**src/rtl/dds_enable_gen.sv**
```systemverilog
// dds_enable_gen: runtime-programmable phase-accumulator rate-enable generator.
// Emits cfg_add enables per cfg_max cycles, with start/stop, finite bursts and shadowed reconfiguration.
module dds_enable_gen #(
  parameter int WIDTH   = 16,
  parameter int BURST_W = 16
) (
  input  logic               clk,
  input  logic               rst,
  input  logic [WIDTH-1:0]   cfg_add,
  input  logic [WIDTH-1:0]   cfg_max,
  input  logic               cfg_load,
  input  logic               start,
  input  logic               stop,
  input  logic [BURST_W-1:0] burst_len,
  output logic               enable,
  output logic               busy,
  output logic               done,
  output logic               cfg_err
);
  localparam logic [0:0] IDLE = 1'b0;
  localparam logic [0:0] RUN  = 1'b1;
  logic [0:0]         state_q, state_d;
  logic [WIDTH:0]     acc_q, acc_d;
  logic [WIDTH-1:0]   add_q, add_d, max_q, max_d, sadd_q, sadd_d, smax_q, smax_d;
  logic [BURST_W-1:0] rem_q, rem_d;
  logic               pend_q, pend_d, done_q, done_d, err_q, err_d;
  logic               ld_ok, run, en, last, go, apply;
  assign ld_ok = cfg_load && cfg_max != '0 && cfg_add != '0 && cfg_add <= cfg_max;
  assign run   = state_q == RUN;
  assign en    = run && acc_q >= {1'b0, max_q};
  assign last  = en && rem_q == BURST_W'(1);
  // active config is either all-zero or valid, so a nonzero add means it can be started
  assign go    = !run && start && !stop && (ld_ok || add_q != '0);
  assign apply = en && pend_q;
  always_comb begin
    state_d = run ? ((stop || last) ? IDLE : RUN) : (go ? RUN : IDLE);
    acc_d   = (!run || apply) ? '0
            : en ? acc_q + {1'b0, add_q} - {1'b0, max_q} : acc_q + {1'b0, add_q};
    add_d   = (!run && ld_ok) ? cfg_add : apply ? sadd_q : add_q;
    max_d   = (!run && ld_ok) ? cfg_max : apply ? smax_q : max_q;
    sadd_d  = (run && ld_ok) ? cfg_add : sadd_q;
    smax_d  = (run && ld_ok) ? cfg_max : smax_q;
    pend_d  = state_d == RUN && ((run && ld_ok) || (pend_q && !en));
    rem_d   = go ? burst_len : (en && rem_q != '0) ? rem_q - BURST_W'(1) : rem_q;
    done_d  = last && !stop;
    err_d   = (cfg_load && !ld_ok) || (!run && start && !stop && !go);
  end
  always_ff @(posedge clk) begin
    if (rst) begin
      state_q <= IDLE;
      acc_q   <= '0;
      add_q   <= '0;
      max_q   <= '0;
      sadd_q  <= '0;
      smax_q  <= '0;
      pend_q  <= 1'b0;
      rem_q   <= '0;
      done_q  <= 1'b0;
      err_q   <= 1'b0;
    end else begin
      state_q <= state_d;
      acc_q   <= acc_d;
      add_q   <= add_d;
      max_q   <= max_d;
      sadd_q  <= sadd_d;
      smax_q  <= smax_d;
      pend_q  <= pend_d;
      rem_q   <= rem_d;
      done_q  <= done_d;
      err_q   <= err_d;
    end
  end
  assign enable  = en;
  assign busy    = run;
  assign done    = done_q;
  assign cfg_err = err_q;
endmodule
```
**config.mk**
```make
export PLATFORM = sky130hd
export DESIGN_NAME = dds_enable_gen
export DESIGN_NICKNAME = d
export VERILOG_FILES = /design/src/rtl/dds_enable_gen.sv
export SDC_FILE = /design/constraint.sdc
export NUM_CORES = 1
export LEC_CHECK = 0
export CAP_MARGIN = 25
export CORE_MARGIN = 2
export CORE_UTILIZATION = 59
export CTS_CLUSTER_DIAMETER = 200
export CTS_CLUSTER_SIZE = 30
export DETAILED_ROUTE_END_ITERATION = 10
export PLACE_DENSITY = 0.81
export SYNTH_ARGS = -nofsm -noshare
export SYNTH_HDL_FRONTEND = slang
export SYNTH_SLANG_ARGS = --single-unit
```
**constraint.sdc**
```tcl
create_clock -name clk -period 4.6 [get_ports clk]
set_input_delay 0.92 -clock clk [delete_from_list [all_inputs] [get_ports clk]]
set_output_delay 0.92 -clock clk [all_outputs]
set_load 0.01 [all_outputs]
```
## Word-level counts from Yosys, hierarchy flattened

Cells that the tools add are included.
Widths: inputs -> output; s select.

- Add/subtract/negate cells: 3
- Order comparisons: 2
- Equal/unequal tests: 1
- Multiplexer cells: 10
- Reductions and logical operators: 34

Operators with widths:

| kind | number |
|---|---|
| $mux 16 | 6 |
| $reduce_bool 16->1 | 4 |
| $add 17x16->17 | 1 |
| $ge 17x16->1 | 1 |
| $logic_and 1x1->1 | 17 |
| $mux 17 | 1 |
| $sub 17x16->17 | 1 |
| $eq 16x1->1 const B | 1 |
| $le 16x16->1 | 1 |
| $sub 16x1->16 const B | 1 |
| $logic_not 1->1 | 5 |
| $logic_or 1x1->1 | 5 |
| $reduce_bool 2->1 | 2 |
| $mux 1 | 3 |
| $reduce_or 2->1 | 1 |

- Bits in registers: 101
- Input port bits: 53
- Output and inout bits: 4
- Word-level logic and storage cells: 60

## Depth between registers and ports, before layout

- Depth after elaboration: 9
- Mapped depth: 17
- Mapped depth without buffers: 17

## Worst setup path before layout

OpenSTA, ideal clock, no wires.

- Path kind: reg2reg
- From: reg acc_q[0]
- To: reg acc_q[15]
- Setup time: 70 ps
- Data arrival time: 3500 ps
- Data required time: 4530 ps
- Path slack: 1030 ps
- Cell stages (with the launch flop): 18
- Path buffers: 0
- Clock period less this slack: 3570 ps
- Path through: dfxtp_1 -> ha_1 -> fa_1 -> a211oi_1 -> o21ai_1 -> a311oi_2 -> o21ai_1 -> nand2_1 -> xnor2_1 -> ha_1 -> a21o_1 -> a21o_1 -> a21oi_1 -> o21ai_0 -> a21boi_1 -> xnor2_1 -> or3_1 -> a21oi_1

- Cells in the longest elaborated chain, start to end: 5
- Elaborated cells between the ends (all ways): 8
- Classes of those cells: 2 x add/sub; 1 x order compare; 1 x mux; 4 x reduce/logical

RTL lines:

| element | line | source |
|---|---|---|
| start: declaration | 23 | `logic [WIDTH:0] acc_q, acc_d;` |
| start signal: assignment | 51 | `acc_q <= '0;` |
| start signal: assignment | 62 | `acc_q <= acc_d;` |
| branches (longest 5 deep; another with $add 17x16->17) | -- |  |

Several ways; the timed one is not identified.
A chain may end at the register's enable or synchronous reset.

## Worst setup path after layout

Ends and elaborated chain as after synthesis.

==> impl_results.md <==
* Mapped Area at 6500 um2
* Total power at 2.17 mW
* Setup WS pre-CTS at 0.703 ns
* # fillers at 888
* Area Overhead vs Synth at 13.1%
* Count of pins over their slew limit at 0
* Crit-path max FO at 5
* Final wirelength at 16,700 um
* Cts hold-fix bufs at 0
* PortBufs at 56
* Largest net degree at the start of global routing at 80
* Initial antenna violation count at 0
* Asr flop ratio synth at 0%
* Hold Path Depth at 2
* Multi-input gate area at 4110 um2
* Top cell family by delay on the critical path: compound AO/OA/AOI/OAI gates
* Ant diodes at 0
* Vias per inst at 6.10
* Worst min-delay path startpoint: sadd_q[10]
* Die height at 109 um
* CP max stage cell: fa_1
* GRT Total Usage at 29.2%
* Core area at 10,800 um2
* TritonCTS Buffers at 9
* Final core occ at 68.1%
* Post-Syn Area per Cell at 8.25 um2
* Clock slew at reported path FFs at 0.11 ns
* Main synth FF type: dfxtp_1
* First-pass GRT wire length at 27,300 um
* Setup TNS Final at 0 ns
* Nets at 952
* CP Capture Type: register
* PwrDens at 296 nW/um2
* FP Rows at 38
* Post-cts gate resize count at 0
* Share of cells above drive strength 1 at 5.38%
* CP peak stage delay at 0.43 ns
* Post-layout min period at 3.98 ns
* R2R Path End: acc_q[15]
* Register area share after synthesis at 31.1%
* Outcome: complete, no violations
* Syn_nets at 908
* Req. time, crit path at 4.93 ns
* Final worst slack at 0.616 ns
* Buf/Inv on CP at 0
* Hold Path End: add_q[10]
* Clk root buf: clkbuf_8
* Slew HR at 45.5%
* Gpl congestion at 0.915
* Clk buf depth at 2
* Highest clock rate at 251 MHz
* Iter 0 DRT Violations at 463
* Worst reg-to-reg path cell count at 17
* RSZ-0062 raised after global routing: no
* #FFs+latches synth at 101
* Total number of vias at 5,952
* Worst Tran Pin Value at 0.817 ns
* LEAKAGE at 3.19 nW
* Initial core utilization at 60.2%
* Total grt overflow at 0
* DR WL/cell at 17.1 um
* Crit. path cell count at 17
* Startpoint Class: register
* Final ANT Viol Nets at 0
* Die W at 109 um
* Yosys cell types at 68
* CTS HTree Levels at 3
* Critical-path cell list: ha_1 > fa_1 > a211oi_1 > o21ai_1 > a311oi_2 > o21ai_1 > nand2_1 > xnor2_1 > ha_1 > a21o_1 > a21o_1 > a21oi_1 > o21ai_0 > a21boi_1 > xnor2_1 > or3_1 > a21oi_1
* Crit path kind: reg -> reg
* Period Utilization, post-route at 86.6%
* R2R Path Start: acc_q[0]
* Peak supply drop at 228 uV
* Post-Syn Instances at 787
* Register area at 2020 um2
* Die area at 11,900 um2
* HP Class: reg -> reg
* Ys Warns at 0
* Clock network latency to the later pin of the worst-skew pair at 0.39 ns
* # DRC at 0
* Number of max-cap violations at 0
* Number of global-route vias before repair at 5,693
* Clock sink count at 101
* DPL Wire Length at 12,700 um
* Final Hold Fails at 0
* Setup Skew at 0.0121 ns
* Setup repair bufs after CTS at 0
* Crit path arrival time at 4.31 ns
* CTS tree: yes
* Io pins at 57
* Number of setup violations in the final report at 0
* 1st-pass router iterations at 5
* Post-synth EDFFs at 0
* Reg2Reg Setup Slack at 0.62 ns
## stage by stage
stage          hold slack (ns)  instances  instance area, um2
4_1_cts                  0.485        976                7350
2_1_floorplan            0.454        787                6500
3_5_place_dp             0.473        960                7160
6_report                 0.486        976                7350
3_3_place_gp             0.463        959                7130
5_1_grt                  0.498        976                7350
## power by group
part           internal [mW]  switching, mW  leakage, nW
Sequential             0.923         0.0439        0.824
Combinational          0.276          0.362         2.27
Clock                  0.221          0.346       0.0943
## layout make-up
type | instances | area share (%)
Clock buffer | 10 | 1.87
Clock inverter | 6 | 0.698
Inverter | 51 | 2.64
Multi-Input combinational cell | 602 | 55.9
Sequential cell | 101 | 27.5
Tap cell | 140 | 2.38
Timing Repair Buffer | 66 | 9.02
## synthesized netlist by cell type, drive strengths merged, types with 3 or more instances
cell | count | area [um2]
a211oi | 20 | 155
a21boi | 3 | 22.5
a21o | 12 | 90.1
a21oi | 49 | 275
a22oi | 5 | 37.5
a311oi | 30 | 269
a31oi | 4 | 25.0
and2 | 5 | 31.3
buf | 19 | 125
clkbuf | 14 | 52.6
dfxtp | 101 | 2020
ha | 66 | 826
inv | 51 | 194
mux2i | 33 | 330
nand2 | 92 | 348
nand2b | 8 | 50.1
nand3 | 17 | 85.1
nand4 | 18 | 113
nor2 | 98 | 368
nor3 | 15 | 86.3
nor4 | 17 | 106
o211ai | 5 | 37.5
o21a | 4 | 30.0
o21ai | 20 | 104
o31ai | 5 | 37.5
or3 | 6 | 37.5
xnor2 | 22 | 193
xor2 | 13 | 114
## state kept, by name, indices dropped and copies added, names as in the netlist
register	count
done	1
smax_q	16
max_q	16
acc_q	17
cfg_err	1
busy	1
sadd_q	16
add_q	16
pend_q	1
rem_q	16
## cell usage in the layout (no fill, tap or decap), types with 8 or more instances in the layout
cell type	count
xor2_1	13
a211oi_1	19
o21ai_0	16
nand4_1	18
nand3_1	17
ha_1	66
dfxtp_1	101
nor3_1	14
clkbuf_8	10
buf_4	8
nor4_1	17
clkdlybuf4s50_1	55
a21oi_1	45
xnor2_1	22
mux2i_1	33
nand2_1	90
a21o_1	12
a311oi_1	29
nor2_1	98
inv_1	50
nand2b_1	8
## tightest hold or removal path, delay by kind of cell (launching register included)
family	cells	cell delay (ns)
and+or+nand+nor	1	0.05
DFF	1	0.32
AOI/OAI and AO/OA	1	0.07
## kinds of logic after synthesis
group	count (synthesis)	synth area share (%)
AOI/OAI and AO/OA	174	19.2
xor gates and xnor gates	35	4.72
DFF	101	31.1
muxes	34	5.26
buffers and inverters	84	5.72
and+or+nand+nor	291	20.6
adders and majority gates	68	13.3
## layer usage
metal	part of all wire [%]	vias up	track usage, %
li1	-	2927	-
met1	46	2800	40.3
met2	46	200	46.3
met3	6.0	25	4.12
met4	2.1	0	10.9
met5	0	-	0
## how the worst max path moves through the flow
stage / from / slack (ns) / end
4_1_cts: acc_q[0] / 0.64 / acc_q[15]
6_report: acc_q[0] / 0.62 / acc_q[15]
5_1_grt: acc_q[0] / 0.29 / acc_q[15]
3_5_place_dp: add_q[0] / 0.70 / acc_q[15]
2_1_floorplan: acc_q[0] / 1.03 / acc_q[15]
3_3_place_gp: add_q[0] / 0.79 / acc_q[15]
Note: power is estimated with default switching activity, not from simulation.
